==> config.mk <==
export PLATFORM = sky130hd
export DESIGN_NAME = bios_wdt_ctrl_flat
export DESIGN_NICKNAME = d
export VERILOG_FILES = /design/src/rtl/bios_wdt_ctrl_if.sv /design/src/rtl/bios_wdt_ctrl.sv /design/src/flat_wrapper.sv
export SDC_FILE = /design/constraint.sdc
export NUM_CORES = 1
export LEC_CHECK = 0
export ABC_AREA = 1
export CORE_MARGIN = 2
export CORE_UTILIZATION = 30
export DETAILED_ROUTE_END_ITERATION = 12
export DONT_BUFFER_PORTS = 1
export PLACE_DENSITY = 0.46
export SLEW_MARGIN = 20
export SYNTH_ARGS = -nofsm -noshare
export SYNTH_HDL_FRONTEND = slang
export SYNTH_SLANG_ARGS = --single-unit
==> constraint.sdc <==
create_clock -name CLK32768 -period 3.2 [get_ports CLK32768]
set_input_delay 0.64 -clock CLK32768 [delete_from_list [all_inputs] [get_ports CLK32768]]
set_output_delay 0.64 -clock CLK32768 [all_outputs]
set_load 0.01 [all_outputs]
==> src/rtl/bios_wdt_ctrl_if.sv <==
// Bus between the WDT write decoder / reset logic and the BIOS watchdog
// controller. The master side drives the toggle events and the board strap;
// the slave side (the controller) returns reset request and status.
interface bios_wdt_ctrl_if;
    logic [4:0] bCPUWrWdtRegSig;
    logic       WdtEnable;
    logic       WdtRstReqN;
    logic       BiosSel;
    logic       WdtActive;
    logic       WdtExpired;
    logic [1:0] WdtFailCnt;
    logic [7:0] WdtSecLeft;

    modport master (
        output bCPUWrWdtRegSig, WdtEnable,
        input  WdtRstReqN, BiosSel, WdtActive, WdtExpired, WdtFailCnt, WdtSecLeft
    );

    modport slave (
        input  bCPUWrWdtRegSig, WdtEnable,
        output WdtRstReqN, BiosSel, WdtActive, WdtExpired, WdtFailCnt, WdtSecLeft
    );
endinterface

==> src/rtl/bios_wdt_ctrl.sv <==
// BIOS watchdog controller. Turns toggle-encoded WDT register writes into
// arm / kick / disable commands, counts down whole seconds, and on expiry
// pulses a platform reset request and swaps the active BIOS flash.
module bios_wdt_ctrl #(
    parameter int PRESCALE    = 32768,  // CLK32768 cycles per second tick
    parameter int TIMEOUT_SEC = 180,    // seconds loaded on arm / kick
    parameter int KICK_WIN    = 328,    // max cycles between 0x55 and 0xAA
    parameter int RST_PULSE   = 33      // low time of WdtRstReqN
) (
    input  logic           MainResetN,
    input  logic           CLK32768,
    bios_wdt_ctrl_if.slave wdt
);

    localparam int PW = $clog2(PRESCALE);
    localparam int KW = $clog2(KICK_WIN + 1);
    localparam int RW = $clog2(RST_PULSE + 1);

    localparam logic [PW-1:0] PRESC_LAST = PW'(PRESCALE - 1);
    localparam logic [KW-1:0] WIN_LAST   = KW'(KICK_WIN - 1);
    localparam logic [RW-1:0] PULSE_LAST = RW'(RST_PULSE - 1);
    localparam logic [7:0]    SEC_LOAD   = 8'(TIMEOUT_SEC);

    typedef enum logic [1:0] {
        ST_IDLE,
        ST_ARMED,
        ST_KICK1,
        ST_EXPIRE
    } state_e;

    // One decoded command per cycle; simultaneous writes collapse to this.
    typedef enum logic [2:0] {
        CMD_NONE,
        CMD_OTHER,   // any other value written
        CMD_DIS,     // 0xFF
        CMD_ARM,     // 0x29
        CMD_K55,     // 0x55, first half of kick
        CMD_KAA      // 0xAA, second half of kick
    } cmd_e;

    state_e          r_state;
    logic [4:0]      r_prev;
    logic [PW-1:0]   r_presc;
    logic [KW-1:0]   r_win;
    logic [RW-1:0]   r_pulse;
    logic            r_rst_n;
    logic            r_bios;
    logic            r_active;
    logic            r_expired;
    logic [1:0]      r_fail;
    logic [7:0]      r_sec;

    logic [4:0]      w_ev;
    cmd_e            w_cmd;
    logic            w_wrap;
    logic            w_last_sec;

    assign w_ev       = wdt.bCPUWrWdtRegSig ^ r_prev;
    assign w_wrap     = (r_presc == PRESC_LAST);
    assign w_last_sec = (r_sec == 8'd1);

    // Priority-encode the toggle events: other > 0xFF > 0x29 > 0x55 > 0xAA.
    always_comb begin
        w_cmd = CMD_NONE;
        if (w_ev[4])      w_cmd = CMD_OTHER;
        else if (w_ev[2]) w_cmd = CMD_DIS;
        else if (w_ev[1]) w_cmd = CMD_ARM;
        else if (w_ev[0]) w_cmd = CMD_K55;
        else if (w_ev[3]) w_cmd = CMD_KAA;
    end

    // Watchdog sequencer: command handling, countdown, expiry pulse.
    always_ff @(posedge CLK32768 or negedge MainResetN) begin
        if (!MainResetN) begin
            r_state   <= ST_IDLE;
            r_prev    <= '0;
            r_presc   <= '0;
            r_win     <= '0;
            r_pulse   <= '0;
            r_rst_n   <= 1'b1;
            r_bios    <= 1'b0;
            r_active  <= 1'b0;
            r_expired <= 1'b0;
            r_fail    <= '0;
            r_sec     <= '0;
        end else begin
            r_prev <= wdt.bCPUWrWdtRegSig;

            case (r_state)
                ST_IDLE: begin
                    if (wdt.WdtEnable && w_cmd == CMD_ARM) begin
                        r_state  <= ST_ARMED;
                        r_active <= 1'b1;
                        r_sec    <= SEC_LOAD;
                        r_presc  <= '0;
                    end
                end

                ST_ARMED, ST_KICK1: begin
                    if (!wdt.WdtEnable) begin
                        r_state  <= ST_IDLE;
                        r_active <= 1'b0;
                        r_sec    <= '0;
                    end else if (w_wrap && w_last_sec) begin
                        // Expiry outranks any command seen on the same edge.
                        r_state   <= ST_EXPIRE;
                        r_active  <= 1'b0;
                        r_rst_n   <= 1'b0;
                        r_bios    <= ~r_bios;
                        r_expired <= 1'b1;
                        if (r_fail != 2'd3) r_fail <= r_fail + 2'd1;
                        r_sec     <= '0;
                        r_pulse   <= '0;
                    end else begin
                        // NOTE: the countdown is the default; a reload or
                        // disable below assigns the same registers later in
                        // this block and the last non-blocking write wins.
                        r_presc <= w_wrap ? '0 : r_presc + 1'b1;
                        if (w_wrap) r_sec <= r_sec - 8'd1;

                        if (r_state == ST_ARMED) begin
                            case (w_cmd)
                                CMD_DIS: begin
                                    r_state  <= ST_IDLE;
                                    r_active <= 1'b0;
                                    r_sec    <= '0;
                                end
                                CMD_ARM: begin
                                    r_sec   <= SEC_LOAD;
                                    r_presc <= '0;
                                end
                                CMD_K55: begin
                                    r_state <= ST_KICK1;
                                    r_win   <= '0;
                                end
                                default: ;
                            endcase
                        end else begin
                            case (w_cmd)
                                CMD_KAA: begin
                                    r_state <= ST_ARMED;
                                    r_sec   <= SEC_LOAD;
                                    r_presc <= '0;
                                end
                                CMD_DIS: begin
                                    r_state  <= ST_IDLE;
                                    r_active <= 1'b0;
                                    r_sec    <= '0;
                                end
                                CMD_OTHER, CMD_K55, CMD_ARM: begin
                                    // Broken sequence: back to ARMED, no reload.
                                    r_state <= ST_ARMED;
                                end
                                default: begin
                                    if (r_win == WIN_LAST) r_state <= ST_ARMED;
                                    else                   r_win   <= r_win + 1'b1;
                                end
                            endcase
                        end
                    end
                end

                ST_EXPIRE: begin
                    // Pulse always completes, even if the strap drops.
                    if (r_pulse == PULSE_LAST) begin
                        r_rst_n <= 1'b1;
                        r_state <= ST_IDLE;
                    end else begin
                        r_pulse <= r_pulse + 1'b1;
                    end
                end

                default: r_state <= ST_IDLE;
            endcase
        end
    end

    assign wdt.WdtRstReqN = r_rst_n;
    assign wdt.BiosSel    = r_bios;
    assign wdt.WdtActive  = r_active;
    assign wdt.WdtExpired = r_expired;
    assign wdt.WdtFailCnt = r_fail;
    assign wdt.WdtSecLeft = r_sec;

endmodule

==> src/flat_wrapper.sv <==
// flat-port wrapper written by rule: the top's interface ports become plain ports
module bios_wdt_ctrl_flat 
#(
    parameter int PRESCALE    = 32768,                                    
    parameter int TIMEOUT_SEC = 180,                                   
    parameter int KICK_WIN    = 328,                                       
    parameter int RST_PULSE   = 33                               
)
  (MainResetN, CLK32768, wdt_bCPUWrWdtRegSig, wdt_WdtEnable, wdt_WdtRstReqN, wdt_BiosSel, wdt_WdtActive, wdt_WdtExpired, wdt_WdtFailCnt, wdt_WdtSecLeft);
  bios_wdt_ctrl_if wdt_i ();
  input  logic MainResetN;
  input  logic CLK32768;
  input wire logic [$bits(wdt_i.bCPUWrWdtRegSig)-1:0] wdt_bCPUWrWdtRegSig;
  input wire logic [$bits(wdt_i.WdtEnable)-1:0] wdt_WdtEnable;
  output wire logic [$bits(wdt_i.WdtRstReqN)-1:0] wdt_WdtRstReqN;
  output wire logic [$bits(wdt_i.BiosSel)-1:0] wdt_BiosSel;
  output wire logic [$bits(wdt_i.WdtActive)-1:0] wdt_WdtActive;
  output wire logic [$bits(wdt_i.WdtExpired)-1:0] wdt_WdtExpired;
  output wire logic [$bits(wdt_i.WdtFailCnt)-1:0] wdt_WdtFailCnt;
  output wire logic [$bits(wdt_i.WdtSecLeft)-1:0] wdt_WdtSecLeft;
  assign wdt_i.bCPUWrWdtRegSig = wdt_bCPUWrWdtRegSig;
  assign wdt_i.WdtEnable = wdt_WdtEnable;
  assign wdt_WdtRstReqN = wdt_i.WdtRstReqN;
  assign wdt_BiosSel = wdt_i.BiosSel;
  assign wdt_WdtActive = wdt_i.WdtActive;
  assign wdt_WdtExpired = wdt_i.WdtExpired;
  assign wdt_WdtFailCnt = wdt_i.WdtFailCnt;
  assign wdt_WdtSecLeft = wdt_i.WdtSecLeft;
  bios_wdt_ctrl #(.PRESCALE(PRESCALE), .TIMEOUT_SEC(TIMEOUT_SEC), .KICK_WIN(KICK_WIN), .RST_PULSE(RST_PULSE)) u_core (.MainResetN(MainResetN), .CLK32768(CLK32768), .wdt(wdt_i));
endmodule
==> impl_results.md, run 1 <==
- Run status: finished, final reports clean
- Max stage delay on crit path: 0.46 ns
- Post-synthesis cell type count: 44
- Post-synth EDFFs: 0
- Initial antenna violation count: 0
- Largest net degree at the start of global routing: 51
- Post-synth ARST share: 100.0%
- Crit Path Max Fanout: 19
- Final WL: 7.418 mm
- Clock sinks: 51
- Rel. slew slack: 70.06%
- Worst path required time: 3.43 ns
- Clock Latency Late Sink: 0.33 ns
- Sequential Power Share: 40.5%
- Max-cap viol count: 0
- Top cells by area, synth: dfrtp_1 (37%), nand2_1 (16%), inv_1 (6.4%), nor2_1 (6.0%), nand3_1 (4.8%)
- Worst path slowest cell: ha_1
- H-Tree Depth: 2
- Predominant post-synthesis flop cell: dfrtp_1
- NetSw: 0.9717 mW
- Peak VDD IR: 0.2930 mV
- Syn Area/Cell: 7.225 um2
- Bufs on Longest Clock Path: 2
- Initial Util: 30.92%
- Worst-path clk slew: 0.10 ns
- Die Span X: 109.9 um
- RSZ-0062 raised after global routing: false
- Std cell rows: 38
- Seq/Total Area, Yosys: 37.94%
- Pwr/cell area: 599.2 nW/um2
- Die Y: 109.9 um
- Area Overhead vs Synth: 8.398%
- Setup TNS: 0 ns
- Mapped Nets: 484
- FMAX: 473.6 MHz
- N_diodes: 0
- Critical path startpoint category: flop
- Hold Path Class: in -> async
- Placed cell areas: 3518 um2
- Core ar.: 10890 um2
- Routed Antenna Nets: 0
- IO Pins: 22
- Via count: 2752
- Max Slew Vio Count: 0
- Number of DRC markers in iteration 0: 126
- Post-layout nets: 489
- CTS tree: built
- Placement Setup Slack: 1.057 ns
- DR vias/cell: 4.497
- Post-layout min period: 2.111 ns
- Fin crit share: 65.98%
- Post-DP HPWL: 5.367 mm
- GRT Util Overall: 13.77%
- Worst path most repeated cell: inv_1
- Syn Inst Count: 466
- Yosys reg bits: 51
- Setup-failing EPs final: 0
- Vias in the first global route: 2655
- Top cell type's share of synthesized area: 37.16%
- Comb pwr share: 39.4%
- Root Driver: clkbuf_8
- Most common cell after layout, fill and taps aside: nand2_1
- Port-buffer cells: 0
- Final clock skew: 0.006465 ns
- Overflow after GRT: 0
- Final instance area: 3650 um2
- Worst Slack Setup Final: 1.089 ns
- Slew of the pin with the lowest slew margin: 0.4492 ns
- CP cell instances: inv_1, ha_1, nand2_1, inv_1, nand2_2, o21ai_2, nand2_4, inv_4, o21ai_4, inv_2, nor2_1
- Yosys top cell by area: dfrtp_1
- CTS Buf Count: 5
- Share of cells above drive strength 1: 10.81%
- Crit path DAT: 2.35 ns
- RD Place Congestion: 0.7687
- Critical R2R Launch: u_core.r_state[0]$_DFFE_PN0P_
- Crit end category: flop
- DRC: 0
- Hold Slack: 0.1377 ns
- Critical path class: reg -> reg
- Post-CTS setup buffer count: 0
- CP startpoint: u_core.r_state[0]$_DFFE_PN0P_
- Most frequent cells in the layout: nand2_1 (147), inv_1 (57), nor2_1 (54)
- Syn. warnings: 0
- Switching share of power: 44.43%
- Synthesized area: 3367 um2
- Pint: 1.215 mW
- First-pass GRT wire length: 12.77 mm
- LEAKAGE: 1.813 nW
- Detailed Routing Iterations Pass 1: 4
- Die footprint: 12090 um2
- Hold violation total from the final report: 0
- Clock Power Share: 20.1%
- Final Util: 33.52%
- DR WL/cell: 12.12 um
-- synth_stat cells (3+ instances only) --
master	n
nand2_1	147
inv_1	57
nor2_1	54
dfrtp_1	50
nand3_1	32
o21ai_0	16
a21oi_1	12
xor2_1	11
ha_1	10
nand2_2	9
o21ai_1	8
nor2_2	5
nor2_4	5
o21bai_1	5
nand4_1	4
xnor2_1	4
o21ai_2	3
or2_2	3
-- critical path, delay by kind of cell, from the launching register on --
kind / cells / cell delay, ns
simple gates: 4 / 0.44
fa+ha+maj: 1 / 0.46
flops: 1 / 0.40
buf+inv: 4 / 0.52
compound gates: 2 / 0.20
-- metrics by stage --
stage	power, mW	instances
floorplan	1.557	466
global placement	1.754	603
detailed placement	1.754	603
CTS	2.226	612
global route	2.383	612
finish	2.187	612
-- flip-flops by register name, summed over array words and instances, names as in the netlist --
name,flops
u_core.r_presc,15
u_core.r_win,9
u_core.wdt.WdtSecLeft,8
u_core.r_pulse,6
u_core.r_prev,5
u_core.r_state,2
u_core.wdt.WdtFailCnt,2
u_core.wdt.BiosSel,1
u_core.wdt.WdtActive,1
u_core.wdt.WdtExpired,1
u_core.wdt.WdtRstReqN,1
-- what timing repair did --
action                    in CTS  in global routing
hold buffers                   1                  0
hold endpoints to repair      50                  0
resized for setup              0                  0
-- cell families (layout without fill, tap and decap cells) --
| logic type | count (synthesis) | after routing | share of synthesized area [%] |
|---|---|---|---|
| AOI/OAI and AO/OA | 50 | 50 | 9.105 |
| xor gates and xnor gates | 16 | 16 | 4.385 |
| adders and majority gates | 10 | 10 | 3.716 |
| buffers and inverters | 65 | 71 | 7.729 |
| DFF | 51 | 51 | 37.94 |
| muxes | 1 | 1 | 0.4458 |
| and+or+nand+nor | 273 | 273 | 36.68 |
-- cell type report --
class	instances	area, um2
Inverter	62	236.5
Multi-Input combinational cell	350	1829
Tap cell	140	175.2
Timing Repair Buffer	1	27.53
Clock buffer	7	96.34
Sequential cell	51	1277
Clock inverter	1	7.507
Fill cell	1153	7238
-- power groups by stage --
stage	Combinational, mW	Clock, mW	Sequential (mW)
after global placement	0.853	0	0.901
final	0.862	0.440	0.885
after CTS	0.876	0.461	0.890
after floorplan	0.693	0	0.864
after detailed placement	0.852	0	0.902
after global routing	0.993	0.484	0.906
-- final timing paths --
kind / cells after the start / slack (ns) / endpoint
hold / removal: 0 / 0.14 / u_core.wdt.WdtRstReqN$_DFFE_PN1P_
min in group CLK32768: 0 / 0.33 / u_core.r_prev[1]$_DFF_PN0_
setup / recovery: 11 / 1.09 / u_core.r_presc[6]$_DFFE_PN0P_
max in group asynchronous: 1 / 2.82 / u_core.r_prev[2]$_DFF_PN0_
setup reg to reg: 11 / 1.09 / u_core.r_presc[6]$_DFFE_PN0P_
hold reg to reg: 2 / 0.52 / u_core.r_state[1]$_DFFE_PN0P_
-- metal layers --
layer	up-vias	wire, um	global-route usage [%]
met5	-	0	0
met4	0	90	3.797
met3	6	372	4.861
met2	34	3153	20.82
met1	1245	3802	18.53
li1	1467	-	-
No activity file was read; power rests on OpenSTA's default activity.
==> run 2: changes to the inputs <==
==> constraint.sdc (replaced) <==
create_clock -name CLK32768 -period 2.1 [get_ports CLK32768]
set_input_delay 0.42 -clock CLK32768 [delete_from_list [all_inputs] [get_ports CLK32768]]
set_output_delay 0.42 -clock CLK32768 [all_outputs]
set_load 0.01 [all_outputs]
==> impl_results.md, run 2 (synthesized netlist as in run 1, its figures left out) <==
- Routed Antenna Nets: 0 (unchanged)
- Pwr/cell area: 911.2 nW/um2 (was 599.2 nW/um2)
- Overflow after GRT: 0 (unchanged)
- Largest net degree at the start of global routing: 52 (was 51)
- Critical path startpoint category: flop (unchanged)
- Max Slew Vio Count: 0 (unchanged)
- Slew of the pin with the lowest slew margin: 0.4280 ns (was 0.4492 ns)
- CTS tree: built (unchanged)
- FMAX: 525.7 MHz (was 473.6 MHz)
- Worst-path clk slew: 0.10 ns (about the same)
- Run status: finished, final reports clean (unchanged)
- Fin crit share: 90.58% (was 65.98%)
- Max-cap viol count: 0 (unchanged)
- DR WL/cell: 11.73 um (was 12.12 um)
- Crit Path Max Fanout: 8 (was 19)
- Placement Setup Slack: 0.1172 ns (was 1.057 ns)
- Critical path class: reg -> reg (unchanged)
- FF+latch area: 1277 um2 (unchanged)
- CTS Buf Count: 5 (unchanged)
- Final clock skew: 0.007942 ns (was 0.006465 ns)
- GRT Util Overall: 13.29% (was 13.77%)
- Rel. slew slack: 71.47% (was 70.06%)
- DR vias/cell: 4.497 (about the same)
- Post-DP HPWL: 5.518 mm (was 5.367 mm)
- RSZ-0062 raised after global routing: false (unchanged)
- Crit path DAT: 2.11 ns (was 2.35 ns)
- CP cell instances: inv_1, ha_1, nand3_1, nor2_4, nand3_2, nand2_2, o21ai_2, nand2_4, buf_4, o21ai_1, nand2_1, nor2_1 (was inv_1, ha_1, nand2_1, inv_1, nand2_2, o21ai_2, nand2_4, inv_4, o21ai_4, inv_2, nor2_1)
- Most frequent cells in the layout: nand2_1 (147), inv_1 (57), nor2_1 (54) (unchanged)
- Die Span X: 109.9 um (unchanged)
- Die Y: 109.9 um (unchanged)
- Largest Register: u_core.r_presc (unchanged)
- Max stage delay on crit path: 0.45 ns (was 0.46 ns)
- Worst Slack Setup Final: 0.1978 ns (was 1.089 ns)
- Clock sinks: 51 (unchanged)
- Reg2Reg Capture Point: u_core.r_presc[3]$_DFFE_PN0P_ (was u_core.r_presc[6]$_DFFE_PN0P_)
- Setup-failing EPs final: 0 (unchanged)
- Fillers: 1120 (was 1153)
- Max reg flops: 15 (unchanged)
- Worst path required time: 2.30 ns (was 3.43 ns)
- Final Util: 34.47% (was 33.52%)
- Initial Util: 30.92% (unchanged)
- Worst path slowest cell: dfrtp_1 (was ha_1)
- N_diodes: 0 (unchanged)
- Critical R2R Launch: u_core.wdt.WdtSecLeft[1]$_DFFE_PN0P_ (was u_core.r_state[0]$_DFFE_PN0P_)
- Area Overhead vs Synth: 11.48% (was 8.398%)
- Detailed Routing Iterations Pass 1: 4 (unchanged)
- Root Driver: clkbuf_8 (unchanged)
- Hold Slack: 0.1268 ns (was 0.1377 ns)
- Bufs on Longest Clock Path: 2 (unchanged)
- Initial antenna violation count: 0 (unchanged)
- Peak VDD IR: 0.3098 mV (was 0.2930 mV)
- Crit end category: flop (unchanged)
- Hold violation total from the final report: 0 (unchanged)
- Final WL: 7.343 mm (was 7.418 mm)
- CP startpoint: u_core.wdt.WdtSecLeft[1]$_DFFE_PN0P_ (was u_core.r_state[0]$_DFFE_PN0P_)
- Share of cells above drive strength 1: 12.96% (was 10.81%)
- Via count: 2815 (was 2752)
- Setup TNS: 0 ns (unchanged)
- Die footprint: 12090 um2 (unchanged)
- Area of the multi-input gates: 1836 um2 (was 1829 um2)
- First-pass GRT wire length: 12.65 mm (was 12.77 mm)
- Post-layout nets: 503 (was 489)
- Post-layout min period: 1.902 ns (was 2.111 ns)
- Number of DRC markers in iteration 0: 88 (was 126)
- Most common cell after layout, fill and taps aside: nand2_1 (unchanged)
- Hold Path Class: in -> reg (was in -> async)
- Cell depth of the worst hold path: 0
- R2R Setup Slk: 0.20 ns (was 1.09 ns)
- Std cell rows: 38 (unchanged)
- Port-buffer cells: 0 (unchanged)
- RD Place Congestion: 0.8460 (was 0.7687)
- H-Tree Depth: 2 (unchanged)
- Core ar.: 10890 um2 (unchanged)
- Vias in the first global route: 2698 (was 2655)
- LEAKAGE: 1.878 nW (was 1.813 nW)
- Clock Latency Late Sink: 0.31 ns (was 0.33 ns)
- Hold Crit Endpoint: u_core.r_prev[3]$_DFF_PN0_
- DRC: 0 (unchanged)
- Hold_sp: wdt_bCPUWrWdtRegSig[3]
- IO Pins: 22 (unchanged)
- Worst r2r path cells: 12 (was 11)
-- run 2: through the flow --
| stage | cell area, um2 | total power [mW] | std cells |
|---|---|---|---|
| after floorplan | 3367 | 2.373 | 466 |
| after global placement | 3601 | 2.778 | 614 |
| after detailed placement | 3601 | 2.769 | 614 |
| after CTS | 3720 | 3.397 | 624 |
| after global routing | 3754 | 3.739 | 626 |
| final | 3754 | 3.420 | 626 |
-- run 2: repair_timing --
item                                   4_1_cts  5_1_grt
setup endpoints to repair                    0       17
resized for setup                            0        2
endpoints found under the hold margin       51        0
buffers inserted                             0        2
hold buffers                                 2        0
-- run 2: final cells by class --
type	count	share of cell area [%]
multi-input cells	350	48.90
well taps	140	4.667
repair buffers	15	3.933
flip-flops and latches	51	34.03
clock buffers	7	2.033
inverters	62	6.300
clock inverters	1	0.1333
-- run 2: report_power, final --
part	switching [mW]	internal [mW]	total, mW
Combinational	0.999	0.558	1.56
Sequential	0.138	1.14	1.28
Clock	0.348	0.236	0.584
-- run 2: worst max-delay path, delay by kind of cell, from the launching register on --
kind	cells	cell delay [ns]
buffers and inverters	2	0.29
adders and majority gates	1	0.16
DFF	1	0.45
and+or+nand+nor	7	0.75
AOI/OAI and AO/OA	2	0.15
-- run 2: how the worst max path moves through the flow --
stage	endpoint	slack (ns)	depth (start not counted)
after floorplan	u_core.wdt.WdtFailCnt[1]$_DFFE_PN0P_	0.27	7
after global placement	u_core.r_presc[6]$_DFFE_PN0P_	0.20	12
after detailed placement	u_core.r_presc[6]$_DFFE_PN0P_	0.12	12
after CTS	u_core.r_presc[6]$_DFFE_PN0P_	0.09	12
after global routing	u_core.r_presc[6]$_DFFE_PN0P_	0.03	12
final	u_core.r_presc[3]$_DFFE_PN0P_	0.20	12
-- run 2: routing by layer --
metal	routed length, um	vias to the layer above	global-route usage [%]	share of wire [%]
met3	328	7	3.557	4.5
met5	0	-	0	0
met1	3672	1278	17.98	50
met2	3262	38	20.95	44
met4	80	0	3.436	1.1
li1	-	1492	-	-
==> run 3: changes to the inputs <==
--- a/config.mk
+++ b/config.mk
@@ -5,9 +5,9 @@
 export SDC_FILE = /design/constraint.sdc
 export NUM_CORES = 1
 export LEC_CHECK = 0
-export ABC_AREA = 1
 export CORE_MARGIN = 2
 export CORE_UTILIZATION = 30
+export CTS_CLUSTER_DIAMETER = 50
 export DETAILED_ROUTE_END_ITERATION = 12
 export DONT_BUFFER_PORTS = 1
 export PLACE_DENSITY = 0.46
==> impl_results.md, run 3 <==
- Largest net degree at the start of global routing: 52 (unchanged)
- Post-synth top cells: dfrtp_1 (50), nand2_1 (37), nor2_1 (37), o21ai_0 (15), o21ai_1 (13) (was nand2_1 (147), inv_1 (57), nor2_1 (54), dfrtp_1 (50), nand3_1 (32))
- RD Place Congestion: 0.8336 (was 0.8460)
- Via count: 2986 (was 2815)
- Power Total: 3.681 mW (was 3.420 mW)
- Pwr/cell area: 917.2 nW/um2 (was 911.2 nW/um2)
- Max reg flops: 15 (unchanged)
- Post-synth ARST share: 100.0% (unchanged)
- Largest Register: u_core.r_presc (unchanged)
- DRC: 0 (unchanged)
- Crit Path Max Fanout: 4 (was 8)
- Cell depth of the worst hold path: 0 (unchanged)
- Compound-Gate Fraction of Synth Area: 23.83% (was 9.104%)
- GRT Util Overall: 16.20% (was 13.29%)
- CP cell instances: xor2_2, buf_4, nand4_1, a21oi_1, o21a_1, mux2_2 (was inv_1, ha_1, nand3_1, nor2_4, nand3_2, nand2_2, o21ai_2, nand2_4, buf_4, o21ai_1, nand2_1, nor2_1)
- Crit end category: flop (unchanged)
- Yosys top cell by area: dfrtp_1 (unchanged)
- Bufs on Longest Clock Path: 2 (unchanged)
- Post-layout min period: 1.992 ns (was 1.902 ns)
- Area Overhead vs Synth: 20.56% (was 11.48%)
- Overflow after GRT: 0 (unchanged)
- Peak VDD IR: 0.4445 mV (was 0.3098 mV)
- CTS tree: built (unchanged)
- N_diodes: 0 (unchanged)
- Fillers: 1128 (was 1120)
- Simple-gate share of the synthesized area: 23.04% (was 36.68%)
- Yosys reg bits: 51 (unchanged)
- FMAX: 501.9 MHz (was 525.7 MHz)
- Syn Area/Cell: 9.197 um2 (was 7.225 um2)
- Reg2Reg Capture Point: u_core.r_state[1]$_DFFE_PN0P_ (was u_core.r_presc[3]$_DFFE_PN0P_)
- Predominant post-synthesis flop cell: dfrtp_1 (unchanged)
- R2R Setup Slk: 0.11 ns (was 0.20 ns)
- RSZ-0062 raised after global routing: true (was false)
- Hold_sp: wdt_bCPUWrWdtRegSig[3] (unchanged)
- Mapped Nets: 380 (was 484)
- Proportion of synthesized area in mux cells: 1.315% (was 0.4459%)
- First-pass GRT wire length: 14.95 mm (was 12.65 mm)
- Share of cells above drive strength 1: 23.77% (was 12.96%)
- Syn Inst Count: 362 (was 466)
- IO Pins: 22 (unchanged)
- DR WL/cell: 16.69 um (was 11.73 um)
- DR vias/cell: 5.449 (was 4.497)
- Worst-path clk slew: 0.10 ns (about the same)
- Synthesized area: 3329 um2 (was 3367 um2)
- Initial antenna violation count: 0 (unchanged)
- Die Span X: 109.3 um (was 109.9 um)
- Most frequent cells in the layout: buf_4 (50), dfrtp_1 (50), nand2_1 (37) (was nand2_1 (147), inv_1 (57), nor2_1 (54))
- Max-cap viol count: 0 (unchanged)
- Rel. slew slack: 61.97% (was 71.47%)
- Slew of the pin with the lowest slew margin: 0.5685 ns (was 0.4280 ns)
- Initial Util: 30.71% (was 30.92%)
- Final clock skew: 0.006674 ns (was 0.007942 ns)
- H-Tree Depth: 2 (unchanged)
- FF+latch area: 1277 um2 (unchanged)
- Worst path required time: 2.32 ns (was 2.30 ns)
- CTS Buf Count: 5 (unchanged)
- Std cell rows: 38 (unchanged)
- Routed Antenna Nets: 0 (unchanged)
- Detailed Routing Iterations Pass 1: 4 (unchanged)
- Hold violation total from the final report: 0 (unchanged)
- Number of DRC markers in iteration 0: 141 (was 88)
- Top cell type's share of synthesized area: 37.58% (was 37.16%)
- Final WL: 9.145 mm (was 7.343 mm)
- Hold Path Class: in -> reg (unchanged)
- Top cells by area, synth: dfrtp_1 (38%), nand2_1 (4.2%), nor2_1 (4.2%), ha_1 (3.8%), a32oi_1 (2.9%) (was dfrtp_1 (37%), nand2_1 (16%), inv_1 (6.4%), nor2_1 (6.0%), nand3_1 (4.8%))
- Syn. warnings: 0 (unchanged)
- Post-synthesis cell type count: 67 (was 44)
- Largest family of logic cells by synthesized area: compound AO/OA/AOI/OAI gates (was simple AND/OR/NAND/NOR gates)
- Fin crit share: 94.87% (was 90.58%)
- Root Driver: clkbuf_8 (unchanged)
- Port-buffer cells: 0 (unchanged)
- Vias in the first global route: 2913 (was 2698)
- Crit path DAT: 2.21 ns (was 2.11 ns)
- Post-synthesis adder-cell area fraction: 3.758% (was 3.716%)
- Max stage delay on crit path: 0.48 ns (was 0.45 ns)
- Setup TNS: 0 ns (unchanged)
- Post-layout nets: 425 (was 503)
- Seq/Total Area, Yosys: 38.37% (was 37.94%)
- Critical path startpoint category: flop (unchanged)
- Run status: finished, final reports clean (unchanged)
- LEAKAGE: 1.698 nW (was 1.878 nW)
- Max Slew Vio Count: 0 (unchanged)
- Die footprint: 11960 um2 (was 12090 um2)
- Critical path class: reg -> reg (unchanged)
- Worst r2r path cells: 6 (was 12)
- Final Util: 37.03% (was 34.47%)
- Clock Latency Late Sink: 0.33 ns (was 0.31 ns)
- Area of the multi-input gates: 1954 um2 (was 1836 um2)
- Clock sinks: 51 (unchanged)
- Post-DP HPWL: 6.535 mm (was 5.518 mm)
- Setup-failing EPs final: 0 (unchanged)
- Xor and xnor area share after synthesis: 5.073% (was 4.385%)
- Top-count cell post-synth: dfrtp_1 (was nand2_1)
- Worst path slowest cell: dfrtp_1 (unchanged)
- Post-synth EDFFs: 0 (unchanged)
- Critical R2R Launch: u_core.r_prev[1]$_DFF_PN0_ (was u_core.wdt.WdtSecLeft[1]$_DFFE_PN0P_)
- Die Y: 109.3 um (was 109.9 um)
- Hold Crit Endpoint: u_core.r_prev[3]$_DFF_PN0_ (unchanged)
- Core ar.: 10840 um2 (was 10890 um2)
run 3: cell types whose count changed after synthesis, sizes merged, moves of 6 or more:
cell / delta
nand2: -119
inv: -48
nor2: -28
nand3: -21
a32oi: +11
a31oi: +9
and3: +9
buf: +9
nor3: +7
nand4: +6
run 3: logic make-up (layout without fill, tap and decap cells):
logic type	after synthesis	after routing
and+or+nand+nor	146	146
AOI/OAI and AO/OA	106	106
DFF	51	51
buffers and inverters	30	76
xor gates and xnor gates	15	15
adders and majority gates	10	10
muxes	4	4
run 3: per-stage QoR:
| stage | hold WS (ns) | instances | setup slack (ns) | instance area (um2) |
|---|---|---|---|---|
| after floorplan | 0.1244 | 362 | 0.1030 | 3329 |
| after global placement | 0.1269 | 537 | -0.03591 | 3815 |
| after detailed placement | 0.1273 | 537 | -0.08451 | 3815 |
| after CTS | 0.09085 | 547 | 0.01129 | 3949 |
| after global routing | 0.08471 | 548 | -0.005023 | 4014 |
| final | 0.1080 | 548 | 0.1077 | 4014 |
run 3: area by class of cell:
type	instances	share of cell area [%]
clock buffers	6	1.808
clock inverters	2	0.3117
inverters	13	1.216
multi-input cells	281	48.69
flip-flops and latches	51	31.83
well taps	140	4.364
repair buffers	55	11.78
run 3: timing repair:
action / 4_1_cts / 5_1_grt
setup buffers: 0 / 1
resized for setup: 2 / 11
gates cloned: 0 / 0
pin swaps: 1 / 2
setup endpoints to repair: 12 / 39
hold buffers: 2 / 0
endpoints found under the hold margin: 51 / 0
run 3: report_power, final:
group / total (mW) / internal (mW) / leakage, nW / switching [mW]
Sequential: 1.23 / 1.12 / 0.647 / 0.116
Clock: 0.602 / 0.234 / 0.0412 / 0.368
Combinational: 1.85 / 0.816 / 1.01 / 1.03
Total: 3.68 / 2.17 / 1.70 / 1.52
run 3: routing by layer:
metal | GRT usage (%) | vias to the layer above | part of all wire [%]
met3 | 5.039 | 12 | 5.4
met4 | 5.063 | 0 | 1.7
li1 | - | 1449 | -
met5 | 0 | - | 0
met1 | 21.00 | 1457 | 46
met2 | 25.79 | 68 | 47
run 3: how the worst max path moves through the flow:
stage                                         startpoint                       endpoint  slack [ns]  cells after the start
finish                        u_core.r_prev[1]$_DFF_PN0_  u_core.r_state[1]$_DFFE_PN0P_        0.11                      6
global route               u_core.r_presc[1]$_DFFE_PN0P_    u_core.r_win[4]$_DFFE_PN0P_      -0.005                      6
CTS                 u_core.wdt.WdtSecLeft[1]$_DFFE_PN0P_  u_core.r_pulse[3]$_DFFE_PN0P_        0.01                      7
detailed placement         u_core.r_state[0]$_DFFE_PN0P_  u_core.r_presc[2]$_DFFE_PN0P_       -0.08                      7
global placement           u_core.r_state[0]$_DFFE_PN0P_  u_core.r_presc[2]$_DFFE_PN0P_       -0.04                      7
floorplan                  u_core.r_presc[0]$_DFFE_PN0P_  u_core.r_presc[8]$_DFFE_PN0P_        0.10                      9
run 3: critical path: cells and delay by family, from the launching register on:
kind                      cells  cell delay, ns
AOI/OAI and AO/OA             2            0.39
buffers and inverters         1            0.19
and+or+nand+nor               1            0.12
DFF                           1            0.48
muxes                         1            0.35
xor gates and xnor gates      1            0.35
